### src/rtl/seg7_pkg.sv
`default_nettype none
// ============================================================================
// Module      : seg7_pkg
// Description : Shared definitions for the multiplexed seven-segment scanner:
//               FSM state encoding, segment bit positions and the all-off
//               segment value.
// Revision    : 1.0 - initial release
// ============================================================================
package seg7_pkg;

    // Scanner FSM states, explicitly encoded in two bits.
    typedef enum logic [1:0] {
        ST_IDLE = 2'd0,
        ST_SHOW = 2'd1,
        ST_GAP  = 2'd2
    } seg7_state_t;

    // Segment bit positions on the 8-bit segment bus.
    localparam int c_SEG_A  = 0;   // segment 1 (top)
    localparam int c_SEG_G  = 6;   // segment 7 (middle)
    localparam int c_SEG_DP = 7;   // decimal point

    // All segments dark.
    localparam logic [7:0] c_SEG_OFF = 8'h00;

endpackage : seg7_pkg
`default_nettype wire

### src/rtl/seg7hex.sv
`default_nettype none
// ============================================================================
// Module      : seg7hex
// Description : Combinational hex-to-seven-segment decoder, active-high.
//               Bit 0 is the top segment, bit 6 the middle segment.
// Ports       : i_hex [3:0] - nibble to decode
//               o_seg [6:0] - segment pattern (no decimal point)
// Revision    : 1.0 - initial release
// ============================================================================
module seg7hex (
    input  logic [3:0] i_hex,
    output logic [6:0] o_seg
);

    always_comb begin
        o_seg = 7'h00;
        case (i_hex)
            4'h0: o_seg = 7'h3F;
            4'h1: o_seg = 7'h06;
            4'h2: o_seg = 7'h5B;
            4'h3: o_seg = 7'h4F;
            4'h4: o_seg = 7'h66;
            4'h5: o_seg = 7'h6D;
            4'h6: o_seg = 7'h7D;
            4'h7: o_seg = 7'h07;
            4'h8: o_seg = 7'h7F;
            4'h9: o_seg = 7'h67;
            4'hA: o_seg = 7'h77;
            4'hB: o_seg = 7'h7C;
            4'hC: o_seg = 7'h58;
            4'hD: o_seg = 7'h5E;
            4'hE: o_seg = 7'h79;
            4'hF: o_seg = 7'h71;
            default: o_seg = 7'h00;
        endcase
    end

endmodule : seg7hex
`default_nettype wire

### src/rtl/seg7_scan.sv
`default_nettype none
// ============================================================================
// Module      : seg7_scan
// Description : Time-multiplexed hex display scanner. Each digit is driven for
//               PRESCALE cycles, followed by GAP_CYCLES all-off cycles. New
//               data is staged in a pending register and only takes effect at
//               a frame boundary, so a frame never shows mixed data.
// Options     : SEG7_SCAN_LZ_EN - when defined, blank_lz enables leading-zero
//               suppression on digits above digit 0.
// Ports       : clk       - clock, rising edge
//               reset     - synchronous active-high reset
//               value     - 4*NUM_DIGITS hex value, nibble i -> digit i
//               dp_in     - decimal point per digit
//               load      - capture strobe for value/dp_in
//               blank_lz  - leading-zero suppression request
//               load_ack  - pulses when captured data becomes displayed
//               segments  - registered segments {dp, g..a}, active-high
//               digit_en  - registered digit select, one-hot or zero
// Revision    : 1.0 - initial release
// ============================================================================
module seg7_scan
    import seg7_pkg::*;
#(
    parameter int NUM_DIGITS = 4,
    parameter int PRESCALE   = 1000,
    parameter int GAP_CYCLES = 2
) (
    input  logic                    clk,
    input  logic                    reset,
    input  logic [4*NUM_DIGITS-1:0] value,
    input  logic [NUM_DIGITS-1:0]   dp_in,
    input  logic                    load,
    input  logic                    blank_lz,
    output logic                    load_ack,
    output logic [7:0]              segments,
    output logic [NUM_DIGITS-1:0]   digit_en
);

    localparam int c_IDX_W = (NUM_DIGITS > 1) ? $clog2(NUM_DIGITS) : 1;
    localparam int c_CNT_W = 16;
    localparam int c_DAT_W = 4 * NUM_DIGITS;

    localparam logic [c_IDX_W-1:0] c_LAST_IDX  = c_IDX_W'(NUM_DIGITS - 1);
    localparam logic [c_CNT_W-1:0] c_SHOW_LAST = c_CNT_W'(PRESCALE - 1);
    localparam logic [c_CNT_W-1:0] c_GAP_LAST  = c_CNT_W'(GAP_CYCLES - 1);

    // Scan state
    seg7_state_t          r_state;
    seg7_state_t          w_state_nxt;
    logic [c_IDX_W-1:0]   r_idx;
    logic [c_IDX_W-1:0]   w_idx_nxt;
    logic [c_CNT_W-1:0]   r_cnt;
    logic [c_CNT_W-1:0]   w_cnt_nxt;
    logic                 w_frame_start;

    // Display / pending data
    logic [c_DAT_W-1:0]    r_disp_val;
    logic [NUM_DIGITS-1:0] r_disp_dp;
    logic [c_DAT_W-1:0]    r_pend_val;
    logic [NUM_DIGITS-1:0] r_pend_dp;
    logic                  r_pend;
    logic [c_DAT_W-1:0]    w_disp_val_nxt;
    logic [NUM_DIGITS-1:0] w_disp_dp_nxt;
    logic                  w_xfer;

    // Output path
    logic [3:0]            w_nibble;
    logic [6:0]            w_hex_seg;
    logic                  w_lz;
    logic [7:0]            w_seg_nxt;
    logic [NUM_DIGITS-1:0] w_den_nxt;
    logic [7:0]            r_segments;
    logic [NUM_DIGITS-1:0] r_digit_en;
    logic                  r_load_ack;

    // ------------------------------------------------------------------
    // State register
    // ------------------------------------------------------------------
    always_ff @(posedge clk) begin
        if (reset) begin
            r_state <= ST_IDLE;
            r_idx   <= '0;
            r_cnt   <= '0;
        end else begin
            r_state <= w_state_nxt;
            r_idx   <= w_idx_nxt;
            r_cnt   <= w_cnt_nxt;
        end
    end

    // ------------------------------------------------------------------
    // Next-state logic. w_frame_start marks the cycle that enters digit 0,
    // either from IDLE on the first load or from the last GAP of a frame.
    // ------------------------------------------------------------------
    always_comb begin
        w_state_nxt   = r_state;
        w_idx_nxt     = r_idx;
        w_cnt_nxt     = r_cnt;
        w_frame_start = 1'b0;
        case (r_state)
            ST_IDLE: begin
                if (load) begin
                    w_state_nxt   = ST_SHOW;
                    w_idx_nxt     = '0;
                    w_cnt_nxt     = '0;
                    w_frame_start = 1'b1;
                end
            end
            ST_SHOW: begin
                if (r_cnt == c_SHOW_LAST) begin
                    w_state_nxt = ST_GAP;
                    w_cnt_nxt   = '0;
                end else begin
                    w_cnt_nxt = r_cnt + 1'b1;
                end
            end
            ST_GAP: begin
                if (r_cnt == c_GAP_LAST) begin
                    w_state_nxt = ST_SHOW;
                    w_cnt_nxt   = '0;
                    if (r_idx == c_LAST_IDX) begin
                        w_idx_nxt     = '0;
                        w_frame_start = 1'b1;
                    end else begin
                        w_idx_nxt = r_idx + 1'b1;
                    end
                end else begin
                    w_cnt_nxt = r_cnt + 1'b1;
                end
            end
            default: begin
                w_state_nxt = ST_IDLE;
                w_idx_nxt   = '0;
                w_cnt_nxt   = '0;
            end
        endcase
    end

    // ------------------------------------------------------------------
    // Display data selection. A load landing on the frame-start cycle
    // bypasses the pending register so the newest data wins. In IDLE the
    // pending flag is always clear, so the first load transfers directly.
    // ------------------------------------------------------------------
    always_comb begin
        w_xfer         = w_frame_start & (load | r_pend);
        w_disp_val_nxt = r_disp_val;
        w_disp_dp_nxt  = r_disp_dp;
        if (w_xfer) begin
            if (load) begin
                w_disp_val_nxt = value;
                w_disp_dp_nxt  = dp_in;
            end else begin
                w_disp_val_nxt = r_pend_val;
                w_disp_dp_nxt  = r_pend_dp;
            end
        end
    end

    always_ff @(posedge clk) begin
        if (reset) begin
            r_disp_val <= '0;
            r_disp_dp  <= '0;
            r_pend_val <= '0;
            r_pend_dp  <= '0;
            r_pend     <= 1'b0;
        end else begin
            r_disp_val <= w_disp_val_nxt;
            r_disp_dp  <= w_disp_dp_nxt;
            if (w_xfer) begin
                r_pend <= 1'b0;
            end else if (load) begin
                r_pend_val <= value;
                r_pend_dp  <= dp_in;
                r_pend     <= 1'b1;
            end
        end
    end

    // ------------------------------------------------------------------
    // Leading-zero suppression
    // ------------------------------------------------------------------
`ifdef SEG7_SCAN_LZ_EN
    // w_upper_zero[i] is set when nibbles i..NUM_DIGITS-1 are all zero.
    logic [NUM_DIGITS-1:0] w_upper_zero;

    always_comb begin
        w_upper_zero = '0;
        w_upper_zero[NUM_DIGITS-1] = (w_disp_val_nxt[c_DAT_W-1 -: 4] == 4'h0);
        for (int i = NUM_DIGITS - 2; i >= 0; i--) begin
            w_upper_zero[i] = w_upper_zero[i+1] & (w_disp_val_nxt[4*i +: 4] == 4'h0);
        end
    end

    assign w_lz = blank_lz & (w_idx_nxt != '0) & w_upper_zero[w_idx_nxt];
`else
    logic w_unused_blank_lz;
    assign w_unused_blank_lz = blank_lz;
    assign w_lz              = 1'b0;
`endif

    // ------------------------------------------------------------------
    // Output logic. Decoded from next-state values so the registered
    // outputs change on the same edge as the state.
    // ------------------------------------------------------------------
    assign w_nibble = w_disp_val_nxt[4*w_idx_nxt +: 4];

    seg7hex u_seg7hex (
        .i_hex (w_nibble),
        .o_seg (w_hex_seg)
    );

    always_comb begin
        w_seg_nxt = c_SEG_OFF;
        w_den_nxt = '0;
        if (w_state_nxt == ST_SHOW) begin
            w_den_nxt[w_idx_nxt]         = 1'b1;
            w_seg_nxt[c_SEG_G:c_SEG_A]   = w_lz ? 7'h00 : w_hex_seg;
            w_seg_nxt[c_SEG_DP]          = w_disp_dp_nxt[w_idx_nxt];
        end
    end

    always_ff @(posedge clk) begin
        if (reset) begin
            r_segments <= c_SEG_OFF;
            r_digit_en <= '0;
            r_load_ack <= 1'b0;
        end else begin
            r_segments <= w_seg_nxt;
            r_digit_en <= w_den_nxt;
            r_load_ack <= w_xfer;
        end
    end

    assign segments = r_segments;
    assign digit_en = r_digit_en;
    assign load_ack = r_load_ack;

endmodule : seg7_scan
`default_nettype wire

### config.mk
export PLATFORM = sky130hd
export DESIGN_NAME = seg7_scan
export DESIGN_NICKNAME = d
export VERILOG_FILES = /design/src/rtl/seg7_pkg.sv /design/src/rtl/seg7hex.sv /design/src/rtl/seg7_scan.sv
export SDC_FILE = /design/constraint.sdc
export NUM_CORES = 1
export LEC_CHECK = 0
export ABC_AREA = 1
export CORE_ASPECT_RATIO = 1.4
export CORE_MARGIN = 3
export CORE_UTILIZATION = 61
export CTS_BUF_LIST = sky130_fd_sc_hd__clkbuf_4 sky130_fd_sc_hd__clkbuf_8 sky130_fd_sc_hd__clkbuf_16
export DETAILED_ROUTE_END_ITERATION = 12
export PLACE_DENSITY_LB_ADDON = 0.12
export RECOVER_POWER = 50
export SYNTH_ARGS = -nofsm -noshare
export SYNTH_HDL_FRONTEND = slang
export SYNTH_SLANG_ARGS = --single-unit
export TNS_END_PERCENT = 5
### constraint.sdc
create_clock -name clk -period 5.5 [get_ports clk]
set_input_delay 0.825 -clock clk [delete_from_list [all_inputs] [get_ports clk]]
set_output_delay 0.825 -clock clk [all_outputs]
set_load 0.01 [all_outputs]
==> flow_metrics.py, run 1 <==
metrics = {
    "synthesis": {
        "netlist_area_um2": 3669,
        "synth_mux_area_frac": 0.01091,
        "post_synth_fa_ha_maj_area_fraction": 0.04775,
        "synth_compound_area_frac": 0.1197,
        "yosysSeqAreaShare": 0.4038,
        "synth_largest_area_cell": "dfxtp_1",
        "synthSimpleGateAreaFrac": 0.3175,
        "ys_types": 37,
        "syn_nets": 551,
        "synth-seq-cells": 74,
        "synthArstFlopShare": 0,
        "syn_inst": 513,
        "synth_xor_area_frac": 0.004775,
        "yosysMostFrequentCell": "nand2_1",
        "yosys_most_used_dff": "dfxtp_1",
        "synth_edf_count": 0,
        "yosysWarnings": 0,
        "avgSynthCellArea_um2": 7.151,
        "synthTopCellsByCount": "103 x nand2_1, 74 x dfxtp_1, 73 x inv_1, 65 x nor2_1, 53 x o21ai_0",
        "synth_top_family_by_area": "simple AND/OR/NAND/NOR gates",
        "synth_top_area_frac": 0.4038,
        "synth.area.top_cells": "dfxtp_1 40%, nand2_1 11%, inv_1 7.5%, o21ai_0 7.2%, nor2_1 6.7%",
    },
    "sta": {
        "whs_ns": 0.4584,
        "timing.final.ws_setup_ns": 1.330,
        "skew_ns": 0.01355,
        "max_slew.worst_pin.slew_ns": 1.055,
        "hold_viol": 0,
        "post-route-period-util": 0.7582,
        "fmax_mhz": 239.8,
        "setup_violations": 0,
        "slew_violations": 0,
        "relSlewSlack": 0.2967,
        "fin_crit_ns": 4.170,
        "rsz0062_at_grt": "no",
        "finalSetupTns_ns": 0,
    },
    "global_routing": {
        "grt_pass1_wl_um": 13640,
        "grt.total_usage": 0.2392,
        "antenna_found_initial": 0,
        "grt_pass1_vias": 3265,
        "overflow": 0,
        "grt_max_degree": 34,
    },
    "run_status": {
        "outcome": "finished clean",
    },
    "critical_path": {
        "crit_slowest_cell": "clkbuf_1",
        "arrival_ns": 4.46,
        "end_kind": "flip-flop",
        "cp-start-kind": "input pin",
        "cp_cell_sequence": "dlygate4sd3_1 > clkbuf_1 > nor2_1 > nor2_1 > nand4_2 > nand2_4 > nand2_1 > o21ai_0 > nand2_1 > nand2_1 > nand2_1 > nand3_1 > inv_1 > ha_1 > o21ai_0 > nor2_1 > nor2_1",
        "worstSetupPathType": "in -> reg",
        "critPathMaxFanout": 33,
        "cp.required_ns": 5.79,
        "cp_slowest_stage_delay_ns": 0.78,
    },
    "final_layout": {
        "multi_input_area_um2": 1812,
        "num_antenna_cells": 0,
        "seqCellArea_um2": 1481,
        "fin_cells": 620,
        "utilization": 0.7438,
        "stdcell_area_um2": 4229,
        "drive_gt1_frac": 0.09964,
        "nNetsFinal": 585,
        "num-fill-cells": 476,
        "area_delta_synth_final_pct": 15.28,
    },
    "placement": {
        "dp_hpwl_um": 5584,
        "placed_cell_area_um2": 4054,
        "dp_cells": 604,
        "place.gp.congestion": 0.8165,
        "detailedPlace.worstSlack_ns": 1.724,
        "io_buffer_count": 35,
    },
    "cts": {
        "cts_resized": 0,
        "cts_tree": "yes",
        "numCtsBuffers": 9,
        "clkLatencyLatePin_ns": 0.36,
        "cts_max_path_buffers": 2,
        "path_clk_slew_ns": 0.08,
        "clockRootBuffer": "clkbuf_8",
        "hold_buffers": 0,
        "htree_levels": 3,
        "postCtsSetupBuffers": 0,
        "clkSinkCount": 74,
    },
    "floorplan": {
        "fp.dieH_um": 97.76,
        "io_pins": 37,
        "initial_core_util": 0.6452,
        "die_w_um": 71.54,
        "row_count": 32,
        "coreArea_um2": 5685,
        "fp.dieArea_um2": 6993,
    },
    "power_and_ir_drop": {
        "peakVddDrop_v": 0.0001985,
        "power.leakage_nw": 1.923,
        "powerDensity_nw_per_um2": 284.3,
        "p_total_mw": 1.202,
    },
    "worst_hold_path": {
        "min_path_type": "reg -> reg",
    },
    "routing": {
        "drt_iter0_drc": 239,
        "drcViolationCount": 0,
        "final_antenna_net_count": 0,
        "dr_total_vias": 3260,
        "routed_wl_um": 7727,
        "avgRoutedWirePerCell_um": 12.46,
        "vias_per_cell": 5.258,
        "dr.pass1.iters": 4,
    },
    "flow_run": {
        "maxCapViolCount": 0,
    },
}
-- layer usage --
layer  global-route usage  part of all wire
met4               0.1042             0.026
met2               0.4108              0.50
met3              0.06076             0.040
met5                    0                 0
met1               0.2758              0.43
-- report_power, final --
part | internal, mW | leakage (nW) | switching (mW) | total (mW)
registers | 0.569 | 0.606 | 0.0106 | 0.579
logic | 0.0759 | 1.21 | 0.115 | 0.191
clock network | 0.232 | 0.105 | 0.201 | 0.432
-- cell usage in the layout, fill, tap and decap left out, types with 4 or more instances in the layout --
master           synthesis  routed
nand2_1                103     106
inv_1                   73      74
dfxtp_1                 74      74
nor2_1                  65      68
o21ai_0                 53      54
clkdlybuf4s50_1          0      20
nand3_1                 18      18
or2_2                   16      16
dlygate4sd3_1            0      15
ha_1                    14      14
a21oi_1                 12      12
clkbuf_8                 0      11
nand2_2                 12      10
nor3_1                   6       7
nor2_2                   7       4
nand4_1                  4       4
mux2i_1                  4       4
-- final cells by class --
class / count / share of cell area
tap: 68 / 0.02012
timing repair buffer: 37 / 0.08550
clock inverter: 5 / 0.01243
multi-input combinational: 349 / 0.4284
inverter: 76 / 0.06746
sequential: 74 / 0.3503
clock buffer: 11 / 0.03580
-- final timing paths --
| path | start | end | slack, ns | cells after the start |
|---|---|---|---|---|
| hold reg to reg | r_pend_val[13] | r_pend_val[13] | 0.46 | 2 |
| setup / recovery | load | segments[3] | 1.33 | 17 |
| setup reg to reg | r_state[1] | segments[3] | 2.46 | 17 |
| hold / removal | r_pend_val[13] | r_pend_val[13] | 0.46 | 2 |
-- logic make-up after synthesis --
logic type               after synthesis
multiplexers                           4
XOR/XNOR                               2
adder cells (fa/ha/maj)               14
flip-flops                            74
buffers and inverters                 90
AO/OA/AOI/OAI                         81
AND/OR/NAND/NOR                      248
-- registers in the layout (all words and copies together), names as in the netlist --
signal and flops:
r_pend 1, r_disp_val 16, digit_en 4, r_pend_dp 4, load_ack 1, r_cnt 16, segments 8, r_idx 2
r_state 2, r_pend_val 16, r_disp_dp 4
-- critical path, delay by kind of cell --
| family | cells | cell delay [ns] |
|---|---|---|
| buffers and inverters | 3 | 1.46 |
| and+or+nand+nor | 11 | 1.53 |
| adders and majority gates | 1 | 0.34 |
| AOI/OAI and AO/OA | 2 | 0.32 |
(Power assumes the default switching activity.)
==> run 2: changes to the inputs <==
--- a/config.mk
+++ b/config.mk
@@ -8,7 +8,7 @@
 export ABC_AREA = 1
 export CORE_ASPECT_RATIO = 1.4
 export CORE_MARGIN = 3
-export CORE_UTILIZATION = 61
+export CORE_UTILIZATION = 57
 export CTS_BUF_LIST = sky130_fd_sc_hd__clkbuf_4 sky130_fd_sc_hd__clkbuf_8 sky130_fd_sc_hd__clkbuf_16
 export DETAILED_ROUTE_END_ITERATION = 12
 export PLACE_DENSITY_LB_ADDON = 0.12
==> constraint.sdc (replaced) <==
create_clock -name clk -period 4.15 [get_ports clk]
set_input_delay 0.6225 -clock clk [delete_from_list [all_inputs] [get_ports clk]]
set_output_delay 0.6225 -clock clk [all_outputs]
set_load 0.01 [all_outputs]
==> run 2 against run 1 <==
- worst hold slack improved by 0.00085 ns
- first-iteration DRC count fell by 28%
- sequential power up 33%
- cell count grew 0.65%
- power grew 33%
- largest cell class unchanged
==> flow_metrics.py, run 2 (synthesis results as in run 1) <==
metrics = {
    "critical_path": {
        "cp.required_ns": 4.44,
        "end_kind": "flip-flop",
        "crit_slowest_cell": "dlygate4sd3_1",
        "worstSetupPathType": "in -> reg",
        "cpMostUsedCell": "nand2_1",
        "cp_slowest_stage_delay_ns": 0.73,
        "crit_family": "buffers and inverters",
        "arrival_ns": 3.72,
        "cp-start-kind": "input pin",
        "path_buf_inv": 5,
        "cp_cell_sequence": "dlygate4sd3_1 > buf_4 > inv_1 > or2_2 > o21ai_0 > inv_1 > nand2_1 > o21ai_0 > nand2_1 > nand2_1 > nand2_1 > nand3_1 > inv_1 > ha_1 > o21ai_0 > nor2_1 > nor2_1",
        "critPathMaxFanout": 17,
    },
    "final_layout": {
        "num_antenna_cells": 0,
        "reg_top3": "r_cnt: 16 flops, r_disp_val: 16 flops, r_pend_val: 16 flops",
        "drive_gt1_frac": 0.09783,
        "nNetsFinal": 586,
        "final_common_cell": "nand2_1",
        "area_delta_synth_final_pct": 15.65,
        "fin_cells": 624,
        "final_cell_mix": "107 x nand2_1, 75 x inv_1, 74 x dfxtp_1",
        "num-fill-cells": 556,
    },
    "cts": {
        "clkSinkCount": 74,
        "numCtsBuffers": 9,
        "cts_tree": "yes",
        "cts_resized": 0,
        "clkLatencyLatePin_ns": 0.35,
        "hold_buffers": 0,
        "clockRootBuffer": "clkbuf_8",
        "postCtsSetupBuffers": 0,
        "cts_max_path_buffers": 2,
        "path_clk_slew_ns": 0.07,
        "htree_levels": 3,
    },
    "placement": {
        "dp_hpwl_um": 5584,
        "place.gp.congestion": 0.8292,
        "dp_cells": 609,
        "io_buffer_count": 35,
    },
    "flow_run": {
        "maxCapViolCount": 0,
    },
    "global_routing": {
        "grt_pass1_vias": 3065,
        "grt.total_usage": 0.2247,
        "antenna_found_initial": 0,
        "overflow": 0,
        "grt_pass1_wl_um": 13140,
        "grt_max_degree": 34,
    },
    "sta": {
        "post-route-period-util": 0.8269,
        "rsz0062_at_grt": "no",
        "fin_crit_ns": 3.432,
        "max_slew.worst_pin.slew_ns": 0.6303,
        "fmax_mhz": 291.4,
        "setup_violations": 0,
        "finalSetupTns_ns": 0,
        "hold_viol": 0,
        "slew_violations": 0,
        "skew_ns": 0.008546,
        "relSlewSlack": 0.5788,
    },
    "routing": {
        "dr.pass1.iters": 4,
        "vias_per_cell": 5.104,
        "final_antenna_net_count": 0,
        "routed_wl_um": 7603,
        "drcViolationCount": 0,
        "avgRoutedWirePerCell_um": 12.18,
        "drt_iter0_drc": 171,
        "dr_total_vias": 3185,
    },
    "run_status": {
        "outcome": "finished clean",
    },
    "power_and_ir_drop": {
        "peakVddDrop_v": 0.0003035,
        "powerDensity_nw_per_um2": 378.2,
        "power.leakage_nw": 1.915,
    },
    "floorplan": {
        "row_count": 34,
        "fp.dieH_um": 100.9,
        "io_pins": 37,
        "coreArea_um2": 6211,
        "initial_core_util": 0.5907,
        "die_w_um": 73.80,
        "fp.dieArea_um2": 7448,
    },
    "worst_hold_path": {
        "min_path_type": "reg -> reg",
    },
}
[run 2: changes by cell type in the layout (fill, tap and decap cells not counted), sizes merged]
cell	before	now
clkinv	3	1
clkinvlp	1	0
clkdlybuf4s50	20	21
dlygate4sd3	15	14
buf	1	3
clkbuf	12	13
[run 2: report_power, final]
group	switching (mW)	total (mW)	internal, mW
sequential	0.0142	0.768	0.754
clock	0.255	0.584	0.330
combinational	0.151	0.252	0.101
total	0.420	1.60	1.18
[run 2: worst reg2reg max path, stage by stage, from the launching register on]
cell and delay (ns):
dfxtp_1 0.33, inv_1 0.10, ha_1 0.18, inv_1 0.06, nor2_1 0.30, nor2_1 0.07, nand2_1 0.13, nand2_1 0.06
nand2_1 0.08, nand2_1 0.22, nor2_1 0.31, nand2_1 0.09, nand3_1 0.21, inv_1 0.15, ha_1 0.34, o21ai_0 0.19
nor2_1 0.06, nor2_1 0.09
[run 2: final timing paths]
path                 startpoint  slack [ns]             to  cells after the start
setup / recovery           load        0.72    segments[3]                     17
hold / removal    r_pend_val[0]        0.46  r_pend_val[0]                      2
setup reg to reg     r_state[0]        1.10    segments[3]                     17
hold reg to reg   r_pend_val[0]        0.46  r_pend_val[0]                      2
[run 2: area by class of cell]
cell class | instances | area [um^2] | area share
Sequential cell | 74 | 1481 | 0.3492
Clock inverter | 2 | 35.03 | 0.008257
Inverter | 76 | 285.3 | 0.06724
Tap cell | 72 | 90.09 | 0.02123
Multi-Input combinational cell | 349 | 1805 | 0.4255
Timing Repair Buffer | 38 | 372.9 | 0.08788
Clock buffer | 13 | 172.7 | 0.04070
[run 2: through the flow]
| stage | utilization | power (mW) | hold WS [ns] | setup slack, ns | instance area (um^2) |
|---|---|---|---|---|---|
| floorplan | - | 0.9580 | 0.4230 | 1.711 | 3669 |
| global placement | 0.6547 | 1.034 | 0.4327 | 0.5636 | 4066 |
| detailed placement | 0.6547 | 1.042 | 0.4419 | 0.5546 | 4066 |
| CTS | 0.6882 | 1.622 | 0.4613 | 0.9032 | 4274 |
| global route | 0.6831 | 1.685 | 0.4978 | 0.4126 | 4243 |
| finish | 0.6831 | 1.605 | 0.4593 | 0.7184 | 4243 |
[run 2: per-layer routing]
metal,up-vias,part of all wire,global-route usage
li1,1677,-,-
met2,34,0.51,0.3941
met3,10,0.030,0.05389
met1,1464,0.44,0.2567
met5,-,0,0
met4,0,0.018,0.08787
==> run 3: changes to the inputs <==
==> constraint.sdc (replaced) <==
create_clock -name clk -period 3.6 [get_ports clk]
set_input_delay 0.54 -clock clk [delete_from_list [all_inputs] [get_ports clk]]
set_output_delay 0.54 -clock clk [all_outputs]
set_load 0.01 [all_outputs]
==> run 3 against run 2 <==
- first-iteration DRC count increased by 0.58%
- setup slack worse by 0.20 ns
- power grew 15%
- critical path type unchanged
- largest power group unchanged
==> flow_metrics.py, run 3 (synthesis results as in run 1) <==
metrics = {
    "floorplan": {
        "die_w_um": 73.80,
        "fp.dieH_um": 100.9,
        "row_count": 34,
        "initial_core_util": 0.5907,
        "coreArea_um2": 6211,
        "io_pins": 37,
        "fp.dieArea_um2": 7448,
    },
    "critical_path": {
        "cp_cell_sequence": "dlygate4sd3_1 > nor2_1 > nor2_1 > nand2_2 > nand2_1 > nand2_1 > nand2_1 > nor2_1 > nand2_1 > nand3_1 > inv_1 > ha_1 > o21ai_0 > nor2_1 > nor2_1",
        "worstSetupPathType": "in -> reg",
        "arrival_ns": 3.37,
        "cp.depth": 15,
        "path_buf_inv": 2,
        "reg2reg_depth": 17,
        "critPathMaxFanout": 9,
        "cp_slowest_stage_delay_ns": 0.68,
        "crit_family": "simple AND/OR/NAND/NOR gates",
        "cp-start-kind": "input pin",
        "crit_slowest_cell": "dlygate4sd3_1",
        "cpMostUsedCell": "nor2_1",
        "end_kind": "flip-flop",
        "cp.required_ns": 3.88,
    },
    "cts": {
        "cts_tree": "yes",
        "clkLatencyLatePin_ns": 0.35,
        "htree_levels": 3,
        "path_clk_slew_ns": 0.07,
        "cts_max_path_buffers": 2,
        "hold_buffers": 0,
        "clockRootBuffer": "clkbuf_8",
        "postCtsSetupBuffers": 0,
        "cts_resized": 0,
        "clkSinkCount": 74,
        "numCtsBuffers": 9,
    },
    "final_layout": {
        "nNetsFinal": 588,
        "final_cell_mix": "107 x nand2_1, 75 x inv_1, 74 x dfxtp_1",
        "area_delta_synth_final_pct": 16.23,
        "utilization": 0.6865,
        "num-fill-cells": 537,
        "seqCellArea_um2": 1481,
        "num_antenna_cells": 0,
        "stdcell_area_um2": 4264,
        "final_common_cell": "nand2_1",
        "reg_top3": "r_cnt: 16 flops, r_disp_val: 16 flops, r_pend_val: 16 flops",
        "drive_gt1_frac": 0.1027,
        "multi_input_area_um2": 1814,
        "fin_cells": 627,
    },
    "routing": {
        "drt_iter0_drc": 172,
        "avgRoutedWirePerCell_um": 11.77,
        "routed_wl_um": 7382,
        "dr.pass1.iters": 4,
        "dr_total_vias": 3225,
        "final_antenna_net_count": 0,
        "vias_per_cell": 5.144,
        "drcViolationCount": 0,
    },
    "sta": {
        "max_slew.worst_pin.slew_ns": 0.6335,
        "setup_violations": 0,
        "timing.final.ws_setup_ns": 0.5161,
        "fmax_mhz": 324.3,
        "fin_crit_ns": 3.084,
        "rsz0062_at_grt": "no",
        "relSlewSlack": 0.5767,
        "finalSetupTns_ns": 0,
        "post-route-period-util": 0.8566,
        "whs_ns": 0.4548,
        "hold_viol": 0,
        "skew_ns": 0.009492,
        "slew_violations": 0,
    },
    "power_and_ir_drop": {
        "p_total_mw": 1.840,
        "powerDensity_nw_per_um2": 431.5,
        "power.leakage_nw": 1.943,
        "peakVddDrop_v": 0.0003293,
    },
    "global_routing": {
        "antenna_found_initial": 0,
        "overflow": 0,
        "grt_pass1_vias": 3072,
        "grt_max_degree": 28,
        "grt.total_usage": 0.2206,
        "grt_pass1_wl_um": 13040,
    },
    "placement": {
        "placed_cell_area_um2": 4081,
        "io_buffer_count": 35,
        "detailedPlace.worstSlack_ns": 0.2348,
        "dp_hpwl_um": 5517,
        "dp_cells": 611,
        "place.gp.congestion": 0.8384,
    },
    "flow_run": {
        "maxCapViolCount": 0,
    },
    "worst_hold_path": {
        "holdPathStages": 2,
        "min_path_type": "reg -> reg",
    },
    "run_status": {
        "outcome": "finished clean",
    },
}
==> run 3: area by class of cell <==
type	instances	area share
timing repair buffer	40	0.09008
multi-input combinational	349	0.4255
tap	72	0.02113
clock buffer	14	0.04079
sequential	74	0.3474
inverter	76	0.06690
clock inverter	2	0.008216
==> run 3: path summary, 6_finish.rpt <==
| kind | from | endpoint | slack (ns) |
|---|---|---|---|
| max | load | segments[3] | 0.52 |
| min | r_pend_val[4] | r_pend_val[4] | 0.45 |
| max reg2reg | r_cnt[1] | segments[3] | 0.71 |
| min reg2reg | r_pend_val[4] | r_pend_val[4] | 0.45 |
==> run 3: per-layer routing <==
layer  wire, um  track usage  vias up  share of wire
met5          0            0        -              0
met4        143      0.08926        0          0.019
met3        182      0.04491       14          0.025
met2       3718       0.3791       39           0.50
met1       3338       0.2629     1494           0.45
li1           -            -     1678              -
==> run 3: worst reg2reg max path: stages, from the launching register on <==
cell     delay, ns
dfxtp_1       0.34
inv_1         0.08
ha_1          0.14
nand2_1       0.06
nor2_2        0.14
nand2_1       0.10
nor2_2        0.14
nand2_1       0.07
nand2_1       0.08
nand2_1       0.22
nor2_1        0.35
nand2_1       0.10
nand3_1       0.23
inv_1         0.15
ha_1          0.34
o21ai_0       0.17
nor2_1        0.05
nor2_1        0.08
==> run 3: power breakdown <==
| group | switching (mW) | internal, mW |
|---|---|---|
| sequential | 0.0164 | 0.869 |
| combinational | 0.172 | 0.118 |
| clock | 0.283 | 0.381 |
| total | 0.472 | 1.37 |
